===== src/rtl/reader_pkg.sv =====
// Shared definitions for the reader core: opcode values, FSM state encoding
// and the layout of the debug word.
package reader_pkg;

  // FSM state; the encoding is visible to observers in debug[31:24]
  typedef enum logic [7:0] {
    ST_IDLE   = 8'd0,
    ST_FETCH  = 8'd1,
    ST_EXEC   = 8'd2,
    ST_MEM    = 8'd3,
    ST_HALTED = 8'd4
  } state_e;

  // Opcode byte values (low byte of the fetched word)
  localparam logic [7:0] OP_NOP  = 8'h00;
  localparam logic [7:0] OP_MOVC = 8'h01;
  localparam logic [7:0] OP_MOV  = 8'h02;
  localparam logic [7:0] OP_ADD  = 8'h03;
  localparam logic [7:0] OP_LOAD = 8'h04;
  localparam logic [7:0] OP_JMP  = 8'h05;
  localparam logic [7:0] OP_JZ   = 8'h06;
  localparam logic [7:0] OP_HALT = 8'h07;

  // Instruction lengths in bytes: one-byte forms and three-byte forms
  localparam logic [7:0] IP_STEP_SHORT = 8'd1;
  localparam logic [7:0] IP_STEP_LONG  = 8'd3;

  // Debug word: {state, 8'h00, last unknown opcode, retired count}
  function automatic logic [31:0] packDebug(input logic [7:0] stateCode,
                                            input logic [7:0] unknownOp,
                                            input logic [7:0] retired);
    return {stateCode, 8'h00, unknownOp, retired};
  endfunction

endpackage


===== src/rtl/reader_mem_port.sv =====
// Read-port handshake for the reader core. A request is raised by a start
// pulse, the ack must be seen low at least once while the request is up
// (arming) before a high ack is accepted, so a stale or X ack never counts.
module reader_mem_port (
  input  logic       clk_i,
  input  logic       reset_i,
  input  logic       start_i,
  input  logic [7:0] addr_i,
  input  logic       readAck_i,
  output logic       readReq_o,
  output logic [7:0] ramAddress_o,
  output logic       accept_o
);

  logic       reqQ = 1'b0;
  logic       armedQ = 1'b0;
  logic [7:0] addrQ = 8'h00;
  logic       reqD;
  logic       armedD;
  logic [7:0] addrD;

  // Accept only an explicit 1 on ack while an armed request is outstanding
  always_comb begin
    accept_o = 1'b0;
    if (reqQ && armedQ && (readAck_i == 1'b1)) begin
      accept_o = 1'b1;
    end
  end

  // Next request/armed/address: start wins, then accept, then arming on ack low
  always_comb begin
    reqD   = reqQ;
    armedD = armedQ;
    addrD  = addrQ;
    if (start_i) begin
      reqD   = 1'b1;
      armedD = 1'b0;
      addrD  = addr_i;
    end else if (accept_o) begin
      reqD   = 1'b0;
      armedD = 1'b0;
    end else if (reqQ && (readAck_i == 1'b0)) begin
      armedD = 1'b1;
    end
  end

  // Handshake registers; reset drops any outstanding request immediately
  always_ff @(posedge clk_i) begin
    if (reset_i) begin
      reqQ   <= 1'b0;
      armedQ <= 1'b0;
      addrQ  <= 8'h00;
    end else begin
      reqQ   <= reqD;
      armedQ <= armedD;
      addrQ  <= addrD;
    end
  end

  assign readReq_o    = reqQ;
  assign ramAddress_o = addrQ;

endmodule


===== src/rtl/reader.sv =====
// reader: minimal 8-bit-address accumulator-style core. Fetches a 32-bit
// little-endian word per instruction, executes it in one cycle, and uses a
// second memory read for LOAD. Two 32-bit registers, HALT is terminal.
module reader
  import reader_pkg::*;
(
  output logic [7:0]  iPointer,
  output logic [7:0]  opCode,
  input  logic        clk,
  input  logic        reset,
  output logic [31:0] r0,
  output logic [31:0] r1,
  output logic [31:0] debug,
  output logic [7:0]  ramAddress,
  input  logic [31:0] ramValue,
  output logic        readReq,
  input  logic        readAck
);

  state_e      stateQ = ST_IDLE;
  logic [7:0]  ipQ = 8'h00;
  logic [7:0]  opQ = 8'h00;
  logic [7:0]  aQ = 8'h00;
  logic [7:0]  bQ = 8'h00;
  logic [31:0] r0Q = 32'h0;
  logic [31:0] r1Q = 32'h0;
  logic [7:0]  unknownQ = 8'h00;
  logic [7:0]  retiredQ = 8'h00;

  state_e      stateD;
  logic [7:0]  ipD;
  logic [7:0]  opD;
  logic [7:0]  aD;
  logic [7:0]  bD;
  logic [31:0] r0D;
  logic [31:0] r1D;
  logic [7:0]  unknownD;
  logic [7:0]  retiredD;

  logic        portStart;
  logic [7:0]  portAddr;
  logic        portAccept;

  logic        regWe;
  logic        regSel;
  logic [31:0] regData;
  logic [31:0] srcA;
  logic [31:0] srcB;

  assign srcA = aQ[0] ? r1Q : r0Q;
  assign srcB = bQ[0] ? r1Q : r0Q;

  reader_mem_port uMemPort (
    .clk_i        (clk),
    .reset_i      (reset),
    .start_i      (portStart),
    .addr_i       (portAddr),
    .readAck_i    (readAck),
    .readReq_o    (readReq),
    .ramAddress_o (ramAddress),
    .accept_o     (portAccept)
  );

  // Next-state, register writeback and request control for every FSM state
  always_comb begin
    stateD    = stateQ;
    ipD       = ipQ;
    opD       = opQ;
    aD        = aQ;
    bD        = bQ;
    r0D       = r0Q;
    r1D       = r1Q;
    unknownD  = unknownQ;
    retiredD  = retiredQ;
    portStart = 1'b0;
    portAddr  = ipQ;
    regWe     = 1'b0;
    regSel    = aQ[0];
    regData   = 32'h0;

    case (stateQ)
      ST_IDLE: begin
        stateD = ST_FETCH;
      end

      ST_FETCH: begin
        portAddr = ipQ;
        if (!readReq) begin
          portStart = 1'b1;
        end else if (portAccept) begin
          opD    = ramValue[7:0];
          aD     = ramValue[15:8];
          bD     = ramValue[23:16];
          stateD = ST_EXEC;
        end
      end

      ST_EXEC: begin
        retiredD = retiredQ + 8'd1;
        stateD   = ST_FETCH;
        case (opQ)
          OP_NOP: begin
            ipD = ipQ + IP_STEP_SHORT;
          end
          OP_MOVC: begin
            regWe   = 1'b1;
            regData = {24'h0, bQ};
            ipD     = ipQ + IP_STEP_LONG;
          end
          OP_MOV: begin
            regWe   = 1'b1;
            regData = srcB;
            ipD     = ipQ + IP_STEP_LONG;
          end
          OP_ADD: begin
            regWe   = 1'b1;
            regData = srcA + srcB;
            ipD     = ipQ + IP_STEP_LONG;
          end
          OP_LOAD: begin
            stateD = ST_MEM;
          end
          OP_JMP: begin
            ipD = aQ;
          end
          OP_JZ: begin
            ipD = (srcA == 32'h0) ? bQ : (ipQ + IP_STEP_LONG);
          end
          OP_HALT: begin
            stateD = ST_HALTED;
          end
          default: begin
            ipD      = ipQ + IP_STEP_SHORT;
            unknownD = opQ;
          end
        endcase
      end

      ST_MEM: begin
        portAddr = bQ;
        if (!readReq) begin
          portStart = 1'b1;
        end else if (portAccept) begin
          regWe   = 1'b1;
          regData = ramValue;
          ipD     = ipQ + IP_STEP_LONG;
          stateD  = ST_FETCH;
        end
      end

      ST_HALTED: begin
        stateD = ST_HALTED;
      end

      default: begin
        stateD = ST_IDLE;
      end
    endcase

    if (regWe) begin
      if (regSel) begin
        r1D = regData;
      end else begin
        r0D = regData;
      end
    end
  end

  // Architectural state registers with synchronous reset
  always_ff @(posedge clk) begin
    if (reset) begin
      stateQ   <= ST_IDLE;
      ipQ      <= 8'h00;
      opQ      <= 8'h00;
      aQ       <= 8'h00;
      bQ       <= 8'h00;
      r0Q      <= 32'h0;
      r1Q      <= 32'h0;
      unknownQ <= 8'h00;
      retiredQ <= 8'h00;
    end else begin
      stateQ   <= stateD;
      ipQ      <= ipD;
      opQ      <= opD;
      aQ       <= aD;
      bQ       <= bD;
      r0Q      <= r0D;
      r1Q      <= r1D;
      unknownQ <= unknownD;
      retiredQ <= retiredD;
    end
  end

  assign iPointer = ipQ;
  assign opCode   = opQ;
  assign r0       = r0Q;
  assign r1       = r1Q;
  assign debug    = packDebug(stateQ, unknownQ, retiredQ);

endmodule


===== config.mk =====
export PLATFORM = sky130hd
export DESIGN_NAME = reader
export DESIGN_NICKNAME = d
export VERILOG_FILES = /design/src/rtl/reader_pkg.sv /design/src/rtl/reader_mem_port.sv /design/src/rtl/reader.sv
export SDC_FILE = /design/constraint.sdc
export NUM_CORES = 1
export LEC_CHECK = 0
export CORE_MARGIN = 3
export CORE_UTILIZATION = 45
export CTS_CLUSTER_DIAMETER = 60
export DETAILED_ROUTE_END_ITERATION = 8
export PLACE_DENSITY = 0.69
export SLEW_MARGIN = 20
export SYNTH_ARGS = -nofsm -noshare
export SYNTH_HDL_FRONTEND = slang
export SYNTH_HIERARCHICAL = 1
export SYNTH_SLANG_ARGS = --single-unit

===== constraint.sdc =====
create_clock -name clk -period 5.5 [get_ports clk]
set_clock_uncertainty 0.05 [all_clocks]
set_input_delay 0.825 -clock clk [delete_from_list [all_inputs] [get_ports clk]]
set_output_delay 0.825 -clock clk [all_outputs]
set_load 0.05 [all_outputs]

==> results of run 1 <==
## state kept, by name (all words and copies together) (netlist names)
signal and cells:
r0 32, r1 32, aQ 8, bQ 8, iPointer 8, opCode 8, retiredQ 8, uMemPort/ramAddress_o 8
unknownQ 8, stateQ 3, uMemPort/armedQ 1, uMemPort/readReq_o 1
## kinds of logic after synthesis
kind of cell | after synthesis | share of synthesized area [%]
multiplexers | 86 | 11.0
buffers and inverters | 103 | 5.38
flip-flops | 125 | 28.9
AND/OR/NAND/NOR | 394 | 20.6
AO/OA/AOI/OAI | 303 | 24.0
XOR/XNOR | 48 | 4.86
other | 1 | 0.0433
adder cells (fa/ha/maj) | 35 | 5.15
## area by class of cell
| type | count | area [um^2] |
|---|---|---|
| fill | 1760 | 8090 |
| sequential | 125 | 2500 |
| inverter | 14 | 52.6 |
| clock inverter | 10 | 115 |
| clock buffer | 22 | 454 |
| timing repair buffer | 153 | 1500 |
| multi-input combinational | 879 | 5760 |
| tap | 234 | 293 |
## path summary, 6_finish.rpt
| path | slack (ps) | end | startpoint | depth (start not counted) |
|---|---|---|---|---|
| max | 1300 | r0[23] | aQ[0] | 10 |
| min | 400 | unknownQ[7] | unknownQ[7] | 2 |
| max reg2reg | 1300 | r0[23] | aQ[0] | 10 |
| min reg2reg | 400 | unknownQ[7] | unknownQ[7] | 2 |
## per-layer routing
layer | GRT usage, % | part of all wire (%) | up-vias
met3 | 6.61 | 8.7 | 70
met4 | 12.4 | 3.7 | 0
met2 | 45.6 | 45 | 438
li1 | - | - | 4193
met1 | 38.4 | 42 | 4194
met5 | 0 | 0 | -
## placed cells by master, fill, tap and decap left out, types with 6 or more instances in the layout
cell type / n
and2_1: 10
clkdlybuf4s50_1: 141
nand2_1: 134
xor2_1: 22
a222oi_1: 13
clkbuf_16: 17
dfxtp_1: 124
xnor2_1: 26
a21o_1: 8
and3_1: 9
ha_1: 34
mux2_2: 66
nand4_1: 14
o21a_1: 15
nor3_1: 27
nand3_1: 25
conb_1: 13
o22ai_1: 6
inv_1: 14
a21oi_1: 79
buf_4: 12
o21ai_0: 42
nor2_1: 128
nor4_1: 11
nand2b_1: 7
a22oi_1: 13
o211ai_1: 8
mux2i_1: 18
a211oi_1: 54
## synth_stat cells (all sizes together), types with 14 or more instances
| master | count |
|---|---|
| nand2 | 134 |
| nor2 | 129 |
| dfxtp | 125 |
| a21oi | 80 |
| mux2 | 68 |
| a211oi | 56 |
| clkbuf | 55 |
| o21ai | 44 |
| buf | 34 |
| ha | 34 |
| nor3 | 29 |
| xnor2 | 26 |
| nand3 | 25 |
| xor2 | 22 |
| mux2i | 18 |
| o21a | 15 |
| inv | 14 |
| nand4 | 14 |
## worst min-delay path: cells and delay by family, from the launching register on
family	cells	cell delay [ps]
DFF	1	300
AOI/OAI and AO/OA	1	50
and+or+nand+nor	1	50
## power groups by stage
stage	sequential [mW]	combinational (mW)	clock [mW]
finish	0.917	0.123	1.12
global route	0.918	0.129	1.17
CTS	0.917	0.121	1.13
detailed placement	0.937	0.121	0
global placement	0.937	0.122	0
floorplan	0.946	0.0685	0
==> impl_metrics.csv, run 1 <==
group,metric,value,unit
drt,drc,0,
setup_path,path_buf_inv,2,
power,total_power,2.16,mW
finish,stdcell_count,1437,
floorplanning,die_x,145,um
power,power.internal,1.63,mW
cts,tritoncts,"yes",
setup_path,crit_path_start_kind,"register",
finish,layout-drive-gt1-share,10.6,%
cts,ctsRootBufferMaster,"clkbuf_16",
finish,stdcell_area,10700,um^2
setup_path,cpPeakStageDelay,700,ps
floorplanning,die_h,145,um
global_route,grt_max_degree,76,
drt,wirelength,30600,um
setup_path,cpLargestDelayFamily,"compound AO/OA/AOI/OAI gates",
power,seq_power_share,42.4,%
cts,cts_sinks,125,
timing,setup_violations,0,
synthesis,synth-warning-count,6,
global_route,grt_usage,29.0,%
power,power_frac_comb,5.7,%
place,placement.io_buffers,142,
synthesis,synth_top_area_share,28.9,%
cts,holdBufCountCts,0,
timing,period_needed,4200,ps
timing,fin_crit_sh,76.4,%
hold_path,hp-class,"register to register",
drt,wl_per_cell,21.3,um
outcome,outcome,"finished clean",
drt,drtPass1Iterations,5,
power,peakVddDrop,218,uV
cts,cts_resized,0,
synthesis,syn_area,8650,um^2
setup_path,crit_required,5710,ps
power,power.switching,0.537,mW
synthesis,avgSynthCellArea,7.90,um^2
finish,post-route-util,56.9,%
synthesis,ys_seq_elements,125,
floorplanning,initial_utilization,46.1,%
floorplanning,pin_count,156,
setup_path,crit_slowest_cell,"dfxtp_2",
place,placedInstanceArea,10100,um^2
synthesis,synth_cells,1095,
setup_path,critical_path.most_common_cell,"a211oi_1",
synthesis,synthDistinctLibCells,75,
setup_path,cp.arrival,4420,ps
cts,cts.path.max_buffers,2,
finish,diodes,0,
finish,nNetsFinal,1260,
job,maxCapViolCount,0,
cts,clk_latency,440,ps
cts,clk_pin_slew_worst_paths,60,ps
synthesis,ys_seq_area_share,28.9,%
synthesis,synth_area_leaders,"dfxtp_1 (29%), mux2_2 (8.6%), nand2_1 (5.8%)",
drt,ant_nets,0,
floorplanning,rows,50,
global_route,gr-total-overflow,0,
floorplanning,die_area,20900,um^2
timing,rsz0062_at_grt,"no",
cts,post-cts-setup-buffer-count,0,
timing,slew_headroom,30.2,%
global_route,grt_pass1_vias,8509,
place,numPlacedInstances,1405,
synthesis,synth-edff-count,0,
synthesis,synth.largest_area_cell,"dfxtp_1",
finish,area_delta_synth_final,23.4,%
cts,cts_buffers,17,
timing,max_freq,0.238,GHz
synthesis,async_flop_share,0,%
timing,tns,0,ps
place,hpwl,22200,um
timing,setup_ws,1300,ps
drt,vias,8895,
global_route,grt_pass1_wl,47200,um
floorplanning,core_area,18800,um^2
drt,viasPerCell,6.19,
timing,hold_slack,403,ps
setup_path,cp-end-kind,"register",
global_route,antenna_found_initial,0,
cts,htree_levels,4,
timing,slew_viol_final,0,
power,p_leak,3.84,nW
setup_path,crit_chain,"buf_4, mux2_2, ha_1, inv_1, o31a_1, o311ai_0, a211oi_1, xnor2_1, a222oi_1, a211oi_1",
power,clkPwrFrac,51.9,%
place,dp_slack,1380,ps
timing,hold_viol_final,0,
power,powerDensity,203,nW/um^2
timing,tightest_slew,1040,ps
setup_path,worstSetupPathType,"register to register",
power,swShare,24.8,%
place,gp_routability_congestion,0.956,
setup_path,cp_max_fo,28,
synthesis,ys.flop_type,"dfxtp_1",
drt,drt_iter0_markers,903,
(Power assumes the default switching activity.)
==> inputs of run 2 (changes only) <==
==> constraint.sdc (replaced) <==
create_clock -name clk -period 4 [get_ports clk]
set_clock_uncertainty 0.05 [all_clocks]
set_input_delay 0.6 -clock clk [delete_from_list [all_inputs] [get_ports clk]]
set_output_delay 0.6 -clock clk [all_outputs]
set_load 0.05 [all_outputs]
==> run 2 against run 1 <==
Flip-flop and latch count did not move. Count of clock-buffer cells in the layout up 1. Setup slack got worse by 1100 ps. Worst hold slack improved by 2.6 ps. Combinational power is 38% higher. Critical endpoint is now r1[31]. Largest cell class unchanged.
==> impl_metrics.csv, run 2 (synthesis results as in run 1) <==
group,metric,value,unit
timing,hold_viol_final,0,
place,placement.io_buffers,142,
finish,post-route-util,58.4,%
setup_path,crit_required,4230,ps
timing,setup_ws,239,ps
global_route,grt_pass1_vias,8355,
global_route,gr-total-overflow,0,
timing,slew_headroom,27.7,%
cts,clk_latency,440,ps
drt,drc,0,
timing,rsz0062_at_grt,"no",
hold_path,hp-class,"register to register",
setup_path,cpLargestDelayFamily,"compound AO/OA/AOI/OAI gates",
drt,wl_per_cell,20.6,um
power,peakVddDrop,307,uV
timing,max_freq,0.266,GHz
cts,tritoncts,"yes",
drt,ant_nets,0,
floorplanning,core_area,18800,um^2
global_route,grt_usage,28.9,%
finish,diodes,0,
timing,slew_viol_final,0,
setup_path,cp.arrival,3990,ps
finish,seq_area,2510,um^2
job,maxCapViolCount,0,
power,p_leak,4.02,nW
cts,cts.path.max_buffers,2,
cts,cts_buffers,17,
drt,drtPass1Iterations,8,
floorplanning,pin_count,156,
drt,vias,8795,
timing,tightest_slew,1080,ps
floorplanning,rows,50,
timing,fin_crit_sh,94.0,%
setup_path,cpPeakStageDelay,560,ps
setup_path,crit_chain,"buf_4, mux2_2, ha_1, buf_4, a211o_1, a211oi_1, o31ai_1, a221o_1, a31oi_1, xnor2_1, a221oi_1, a211oi_1",
cts,cts_sinks,125,
timing,tns,0,ps
setup_path,cp_max_fo,24,
finish,final_common_cell,"clkdlybuf4s50_1",
floorplanning,die_area,20900,um^2
cts,htree_levels,4,
floorplanning,die_x,145,um
floorplanning,initial_utilization,46.1,%
power,total_power,3.11,mW
finish,mostFrequentLayoutCells,"clkdlybuf4s50_1 (141), nand2_1 (134), nor2_1 (128), dfxtp_1 (124), a21oi_1 (79)",
place,hpwl,22100,um
global_route,antenna_found_initial,0,
power,powerDensity,284,nW/um^2
timing,setup_violations,0,
drt,viasPerCell,6.00,
setup_path,crit_slowest_cell,"dfxtp_4",
place,dp_slack,163,ps
timing,hold_slack,406,ps
cts,post-cts-setup-buffer-count,0,
finish,multi_input_area,5760,um^2
finish,fill_cells,1739,
timing,period_needed,3760,ps
drt,drt_iter0_markers,775,
cts,clk_pin_slew_worst_paths,60,ps
cts,ctsRootBufferMaster,"clkbuf_16",
outcome,outcome,"finished clean",
place,gp_routability_congestion,0.949,
setup_path,crit_path_start_kind,"register",
setup_path,path_buf_inv,2,
global_route,grt_max_degree,93,
setup_path,cp-end-kind,"register",
finish,nNetsFinal,1288,
setup_path,worstSetupPathType,"register to register",
floorplanning,die_h,145,um
drt,wirelength,30200,um
finish,layout-drive-gt1-share,12.5,%
global_route,grt_pass1_wl,47200,um
finish,area_delta_synth_final,26.7,%
[run 2: power breakdown]
part           internal [mW]  switching [mW]  total (mW)
logic                 0.0570           0.113       0.170
clock network           1.08           0.604        1.68
registers               1.25          0.0102        1.26
[run 2: stage by stage]
step | instance area (um^2) | std cells
2_1_floorplan | 8700 | 1107
3_3_place_gp | 10300 | 1433
3_5_place_dp | 10300 | 1433
4_1_cts | 11000 | 1465
5_1_grt | 11000 | 1465
6_report | 11000 | 1465
[run 2: routing by layer]
metal  up-vias  global-route usage, %  routed length, um
li1       4236                      -                  -
met5         -                      0                  0
met4         0                   10.7                864
met3        54                   5.29               1940
met1      4122                   38.7              13400
met2       383                   46.6              14000
[run 2: worst paths after layout]
check | startpoint | to | slack, ps | depth (start not counted)
max | aQ[0] | r1[31] | 240 | 12
min | unknownQ[5] | unknownQ[5] | 410 | 2
max reg2reg | aQ[0] | r1[31] | 240 | 12
min reg2reg | unknownQ[5] | unknownQ[5] | 410 | 2
[run 2: repair_timing]
| action | CTS | global route |
|---|---|---|
| hold endpoints to repair | 0 | 0 |
| hold buffers | 0 | 0 |
| resized for setup | 0 | 1 |
| setup endpoints to repair | 0 | 7 |
[run 2: layout make-up]
type | instances | share of cell area (%)
clock buffers | 23 | 4.27
inverters | 14 | 0.479
repair buffers | 181 | 15.7
well taps | 234 | 2.67
clock inverters | 9 | 1.45
flip-flops and latches | 125 | 22.9
multi-input cells | 879 | 52.5
[run 2: worst min-delay path, delay by kind of cell (launching register included)]
kind / cells / cell delay (ps)
AOI/OAI and AO/OA: 1 / 50
DFF: 1 / 310
and+or+nand+nor: 1 / 50
